**src/rtl/ireg_feed_ctrl.sv**
```systemverilog
// Sequencer for the systolic array's input-register chain: clears rows, issues
// row-skewed enables and buffer read addresses, then drains with zero-filled shifts.
module ireg_feed_ctrl #(
  parameter int ROWS = 4,
  parameter int COLS = 4,
  parameter int KW   = 8
) (
  input  logic            clk,
  input  logic            rst_n,
  input  logic            start,
  input  logic            abort,
  input  logic [KW-1:0]   k_len,
  input  logic            stall,
  output logic [ROWS-1:0] row_en,
  output logic [ROWS-1:0] row_clr,
  output logic [KW-1:0]   rd_addr,
  output logic            rd_valid,
  output logic            zero_fill,
  output logic            busy,
  output logic            done
);

  localparam int CW = KW + $clog2(ROWS + COLS) + 1;

  typedef enum logic [2:0] {IDLE, CLEAR, RUN, DRAIN, DONE} state_t;

  state_t        state;
  logic [CW-1:0] t;
  logic [KW-1:0] k_reg;
  logic [CW-1:0] k_ext;
  logic [CW-1:0] run_last;
  logic [CW-1:0] drain_last;

  assign k_ext      = CW'(k_reg);
  assign run_last   = k_ext + CW'(ROWS - 2);
  assign drain_last = k_ext + CW'(ROWS + COLS - 2);

  always_ff @(posedge clk or negedge rst_n) begin
    if (!rst_n) begin
      state <= IDLE;
      t     <= '0;
      k_reg <= '0;
    end else if (abort) begin
      state <= IDLE;
      t     <= '0;
    end else begin
      case (state)
        IDLE: begin
          t <= '0;
          if (start) begin
            state <= CLEAR;
            k_reg <= k_len;
          end
        end
        CLEAR: begin
          t     <= '0;
          state <= (k_reg != '0) ? RUN : DONE;
        end
        RUN: begin
          if (!stall) begin
            t <= t + 1'b1;
            if (t == run_last) state <= DRAIN;
          end
        end
        DRAIN: begin
          if (!stall) begin
            t <= t + 1'b1;
            if (t == drain_last) state <= DONE;
          end
        end
        DONE: begin
          t     <= '0;
          state <= IDLE;
        end
        default: begin
          t     <= '0;
          state <= IDLE;
        end
      endcase
    end
  end

  // Outputs decode the registered schedule; only stall and abort act within the cycle.
  always_comb begin
    row_en    = '0;
    row_clr   = '0;
    rd_addr   = '0;
    rd_valid  = 1'b0;
    zero_fill = 1'b0;
    busy      = 1'b0;
    done      = 1'b0;
    case (state)
      CLEAR: begin
        row_clr = '1;
        busy    = 1'b1;
      end
      RUN: begin
        busy    = 1'b1;
        rd_addr = t[KW-1:0];
        rd_valid = (t < k_ext) && !stall;
        for (int unsigned r = 0; r < ROWS; r++) begin
          row_en[r] = (t >= CW'(r)) && (t < CW'(r) + k_ext) && !stall;
        end
      end
      DRAIN: begin
        busy      = 1'b1;
        zero_fill = 1'b1;
        row_en    = {ROWS{!stall}};
      end
      DONE: done = 1'b1;
      default: ;
    endcase
    if (abort) begin
      row_clr   = '1;
      row_en    = '0;
      rd_valid  = 1'b0;
      zero_fill = 1'b0;
      done      = 1'b0;
    end
  end

endmodule
```
**config.mk**
```make
export PLATFORM = sky130hd
export DESIGN_NAME = ireg_feed_ctrl
export DESIGN_NICKNAME = d
export VERILOG_FILES = /design/src/rtl/ireg_feed_ctrl.sv
export SDC_FILE = /design/constraint.sdc
export NUM_CORES = 1
export LEC_CHECK = 0
export ABC_CLOCK_PERIOD_IN_PS = 6700
export CORE_ASPECT_RATIO = 0.8
export CORE_MARGIN = 4
export CORE_UTILIZATION = 50
export DETAILED_ROUTE_END_ITERATION = 10
export PLACE_DENSITY = 0.73
export SKIP_CTS_REPAIR_TIMING = 1
export SLEW_MARGIN = 15
export SYNTH_ARGS = -nofsm -noshare
export SYNTH_HDL_FRONTEND = slang
export SYNTH_SLANG_ARGS = --single-unit
```
**constraint.sdc**
```tcl
create_clock -name clk -period 6.7 [get_ports clk]
set_clock_uncertainty 0.05 [all_clocks]
set_input_delay 0.67 -clock clk [delete_from_list [all_inputs] [get_ports clk]]
set_output_delay 0.67 -clock clk [all_outputs]
set_load 0.005 [all_outputs]
```
# Word-level counts from Yosys, hierarchy flattened
# Index checks and enable logic that the tools add are counted.
op_classes:
  n_mux: 23
  reduce_logical: 16
  eq_ne: 12
  n_addsub: 5
  order_cmp: 8
  bitwise_logic: 1
ops:
  columns: ["operator", "n"]
  rows:
  - ["12-bit by 9-bit < comparator with 1-bit output", 3]
  - ["12-bit 2-to-1 mux", 3]
  - ["12-bit by 1-bit greater-or-equal comparator with 1-bit output, second input constant", 2]
  - ["12-bit by 2-bit greater-or-equal comparator with 1-bit output, second input constant", 2]
  - ["3-bit 2-to-1 mux", 7]
  - ["2-bit by 8-bit adder with 9-bit output, first input constant", 2]
  - ["3-bit inequality test, second input constant", 6]
  - ["12-bit by 1-bit adder with 12-bit output, second input constant", 1]
  - ["12-bit equality test", 1]
  - ["12-bit by 9-bit equality test with 1-bit output", 1]
  - ["12-bit by 8-bit < comparator with 1-bit output", 1]
  - ["4-bit 2-to-1 mux", 3]
  - ["3-bit one-hot mux with 4 select lines", 1]
  - ["1-bit by 8-bit adder with 9-bit output, first input constant", 1]
  - ["8-bit by 3-bit adder with 9-bit output, second input constant", 1]
  - ["1-bit logical AND", 9]
  - ["8-bit 2-to-1 mux", 1]
  - ["4-bit one-hot mux with 2 select lines", 1]
  - ["8-bit nonzero test", 1]
  - ["1-bit 2-to-1 mux", 7]
  - ["3-bit by 2-bit equality test with 1-bit output, second input constant", 2]
  - ["5-bit AND reduction", 1]
  - ["3-bit by 1-bit equality test with 1-bit output, second input constant", 1]
  - ["3-bit equality test, second input constant", 1]
  - ["other kinds (6)", 6]
totals:
  ff_bits: 23
  wordCells: 68
  output_inout_bits: 20
  inputBits: 13

# Logic depth before layout (Yosys ltp)
logic_depth:
  word_depth: 6
  depth_mapped: 12
  ltp_nobuf: 11

# Worst setup path after synthesis
# No wires, ideal clock.
synth_timing:
  path_type: "reg-to-output"
  from: "reg k_reg[1]"
  to: "out row_en[3]"
  n_path_buf: 0
  required_ns: 5.980
  arrival_time_ns: 2.281
  slack_ns: 3.699
  path_stages_with_launch: 11
  path_cell_list: "dfrtp_1 inv_1 ha_1 ha_1 nor2b_1 o21a_1 o21a_1 o21a_1 o2111ai_1 a21oi_1 o21ai_0"
synth_between:
  elab_chain_len: 6
synth_rtl:
  columns: ["element", "line", "rtl"]
  rows:
  - ["start: declaration", "29", "logic [KW-1:0] k_reg;"]
  - ["start signal: assignment", "52", "k_reg <= k_len;"]
  - ["2-bit by 8-bit adder with 9-bit output", "102", "row_en[r] = (t >= CW'(r)) && (t < CW'(r) + k_ext) && !stall;"]
  - ["12-bit by 9-bit < comparator with 1-bit output", "102", null]
  - ["1-bit logical AND (2 in a row)", "102", null]
  - ["4-bit one-hot mux with 2 select lines", "92", "case (state)"]
  - ["4-bit 2-to-1 mux", "113", "if (abort) begin"]
  - ["end: declaration", "14", "output logic [ROWS-1:0] row_en,"]
# Every way passes these cells.

# Worst setup path after layout
# Ends and elaborated chain as after synthesis.

==> impl_metrics.py <==
metrics = {
    "floorplanning": {
        "floorplan.initialDensity_pct": 52.5,
        "rows": 23,
        "core_um2": 5090,
        "io_pins": 33,
        "die_h_um": 73.4,
        "die_area_um2": 6590,
        "fp.dieW_um": 89.8,
    },
    "route": {
        "first_pass_iters": 5,
        "drtAntennaViolNets": 0,
        "drt_iter0_markers": 97,
        "via_count": 2246,
        "routedWlPerCell_um": 17.3,
        "wl_um": 6680,
        "drcViolationCount": 0,
        "viasPerCell": 5.80,
    },
    "critical_path": {
        "path_max_fanout": 9,
        "critical-path-max-stage-delay_ns": 0.64,
        "critical_path_class": "register to output port",
        "crit_cells": 11,
        "r2r_start": "k_reg[2]$_DFFE_PN0P_",
        "critPathLaunchType": "register",
        "crit_start": "k_reg[1]$_DFFE_PN0P_",
        "crit_arrival_ns": 3.42,
        "cpMostUsedCell": "o21a_1",
        "critPathCaptureType": "output port",
        "ff2ff_setup_slack_ns": 3.96,
        "worst-path-buf-inv": 2,
        "r2r-end": "state[0]$_DFFE_PN0P_",
        "critical-path-slowest-cell": "dfrtp_1",
        "cpLargestDelayFamily": "compound AO/OA/AOI/OAI gates",
        "path_cells": "inv_1, ha_1, xor2_1, ha_1, o21a_1, o21a_1, o21a_1, o2111ai_1, a21oi_1, o21ai_0, clkdlybuf4s50_1",
        "cp-endpoint": "row_en[3]",
        "worstPathRequired_ns": 5.98,
        "rr_worst_depth": 9,
    },
    "clock_network": {
        "tritoncts": "yes",
        "cts_made_buffers": 3,
        "htreeDepth": 1,
        "cts.sinks": 23,
        "root_buffer": "clkbuf_8",
        "clock_path_buffers": 2,
        "insertion_delay_ns": 0.28,
        "path_clk_slew_ns": 0.09,
    },
    "yosys": {
        "ys_seq_area_share_pct": 21.5,
        "synth_flop_cell": "dfrtp_1",
        "syn_nets": 361,
        "synthMuxAreaShare_pct": 5.10,
        "ys_ff_latch": 23,
        "synth_edf_count": 0,
        "synth-simple-area-share_pct": 22.0,
        "syn_area_um2": 2680,
        "yosys.area_share.adder_pct": 19.6,
        "yosysWarnings": 0,
        "synth_xor_area_share_pct": 11.1,
        "synth_compound_area_share_pct": 12.9,
        "synth_top_family_by_area": "simple AND/OR/NAND/NOR gates",
        "synth_cells": 306,
        "synthArstFlopShare_pct": 100,
        "yosysUniqueCellTypes": 49,
        "syn_avg_cell_area_um2": 8.75,
    },
    "cells_and_area": {
        "nNetsFinal": 381,
        "multi_input_area_um2": 1890,
        "area_growth_pct": 10.8,
        "drive_gt1_share_pct": 7.38,
        "fillers": 476,
        "design_area_um2": 2960,
        "num_antenna_cells": 0,
        "largest_reg_flops": 12,
        "seqCellArea_um2": 576,
    },
    "sta": {
        "setup_tns_ns": 0,
        "fin_crit_ns": 4.14,
        "hold_violations": 0,
        "fmax_mhz": 241,
        "setup_viol": 0,
        "max_slew_margin_pct": 46.2,
        "whs_ns": 0.318,
        "finalMaxSlewViolations": 0,
        "post-route-period-util_pct": 61.8,
        "max_slew.worst_pin.slew_ns": 0.806,
        "rsz0062_at_grt": "no",
    },
    "pwr": {
        "clkPwrFrac_pct": 11.2,
        "p_per_area_nw_per_um2": 284,
        "swShare_pct": 47.8,
        "leakage_nw": 1.33,
        "p_switching_mw": 0.403,
        "pwr-share-comb_pct": 59.5,
        "internal_power_mw": 0.440,
        "seqPwrFrac_pct": 29.3,
        "ir_drop_mv": 0.121,
    },
    "placement": {
        "dp_hpwl_um": 5210,
        "place_congestion": 0.994,
        "dpl_cell_area_um2": 2920,
        "io_buffers": 32,
    },
    "grt": {
        "grt_max_degree": 24,
        "gr-total-overflow": 0,
        "antenna_found_initial": 0,
        "grt_pass1_vias": 2166,
        "grt_usage_pct": 21.1,
        "grt_first_pass_wirelength_um": 11100,
    },
    "worst_hold_path": {
        "hp-class": "input port to asynchronous set/reset pin",
    },
    "outcome": {
        "status": "finished clean",
    },
    "job": {
        "cap_violations": 0,
    },
}
[cell usage in the layout, fill, tap and decap left out, drive strengths merged, types with 11 or more instances in the layout]
cell           count
nor2              31
dfrtp             23
clkdlybuf4s50     31
xnor2             24
a21oi             16
nand3             13
inv               13
nand2             18
ha                42
nor3              11
[synth_stat cells, drive strengths merged, types with 3 or more instances]
| library cell | number | share of area, % |
|---|---|---|
| nand2 | 18 | 2.8 |
| xnor2 | 24 | 7.9 |
| inv | 13 | 1.8 |
| xor2 | 10 | 3.3 |
| nor2 | 31 | 5.0 |
| ha | 42 | 20 |
| mux2 | 10 | 4.3 |
| a21oi | 16 | 3.1 |
| a21o | 5 | 1.5 |
| nand3 | 13 | 2.4 |
| and2 | 10 | 2.4 |
| nor2b | 7 | 1.6 |
| and3 | 5 | 1.2 |
| dfrtp | 23 | 22 |
| clkbuf | 9 | 3.5 |
| nor3 | 11 | 2.1 |
| o21a | 5 | 1.4 |
| nand2b | 5 | 1.2 |
| buf | 8 | 2.2 |
| o21ai | 10 | 1.9 |
| nand4 | 3 | 0.70 |
| nor4 | 5 | 1.2 |
[through the flow]
stage               instances  total power [mW]  util [%]  worst slack, ns
floorplan                 306             0.642         -             3.70
finish                    387             0.843      58.2             2.56
CTS                       387             0.845      58.3             2.53
global route              387             0.917      58.2             2.40
global placement          383             0.741      57.3             2.84
detailed placement        383             0.750      57.3             2.86
[worst min-delay path by stage]
| stage | to | slack (ns) | cells after the start |
|---|---|---|---|
| 2_1_floorplan | k_reg[0]$_DFFE_PN0P_ | 0.32 | 0 |
| 3_3_place_gp | t[11]$_DFFE_PN0P_ | 0.48 | 2 |
| 3_5_place_dp | t[11]$_DFFE_PN0P_ | 0.49 | 2 |
| 4_1_cts | t[11]$_DFFE_PN0P_ | 0.51 | 2 |
| 5_1_grt | state[0]$_DFFE_PN0P_ | 0.35 | 1 |
| 6_report | k_reg[5]$_DFFE_PN0P_ | 0.32 | 1 |
[routing by layer]
metal	vias up	track usage (%)	share of wire, %
met5	-	0	0
met4	0	5.78	1.5
met3	10	2.56	3.6
met2	49	34.0	45
met1	1077	30.3	50
li1	1110	-	-
[area by class of cell]
cell class | instances | share of cell area [%]
Clock buffer | 3 | 1.39
Multi-Input combinational cell | 252 | 63.9
Inverter | 14 | 1.77
Sequential cell | 23 | 19.4
Timing Repair Buffer | 32 | 10.6
Tap cell | 62 | 2.62
Clock inverter | 1 | 0.253
[logic make-up after synthesis]
logic type	after synthesis
simple gates	112
compound gates	52
fa+ha+maj	42
xor+xnor	34
buf+inv	31
flops	23
mux	12
[power by group through the flow]
stage / Combinational [mW] / Sequential [mW] / Clock, mW
6_report: 0.501 / 0.247 / 0.0947
4_1_cts: 0.502 / 0.245 / 0.0985
3_5_place_dp: 0.502 / 0.248 / 0
5_1_grt: 0.559 / 0.255 / 0.103
3_3_place_gp: 0.493 / 0.248 / 0
2_1_floorplan: 0.455 / 0.187 / 0
Power figures use the tool's default switching activity.
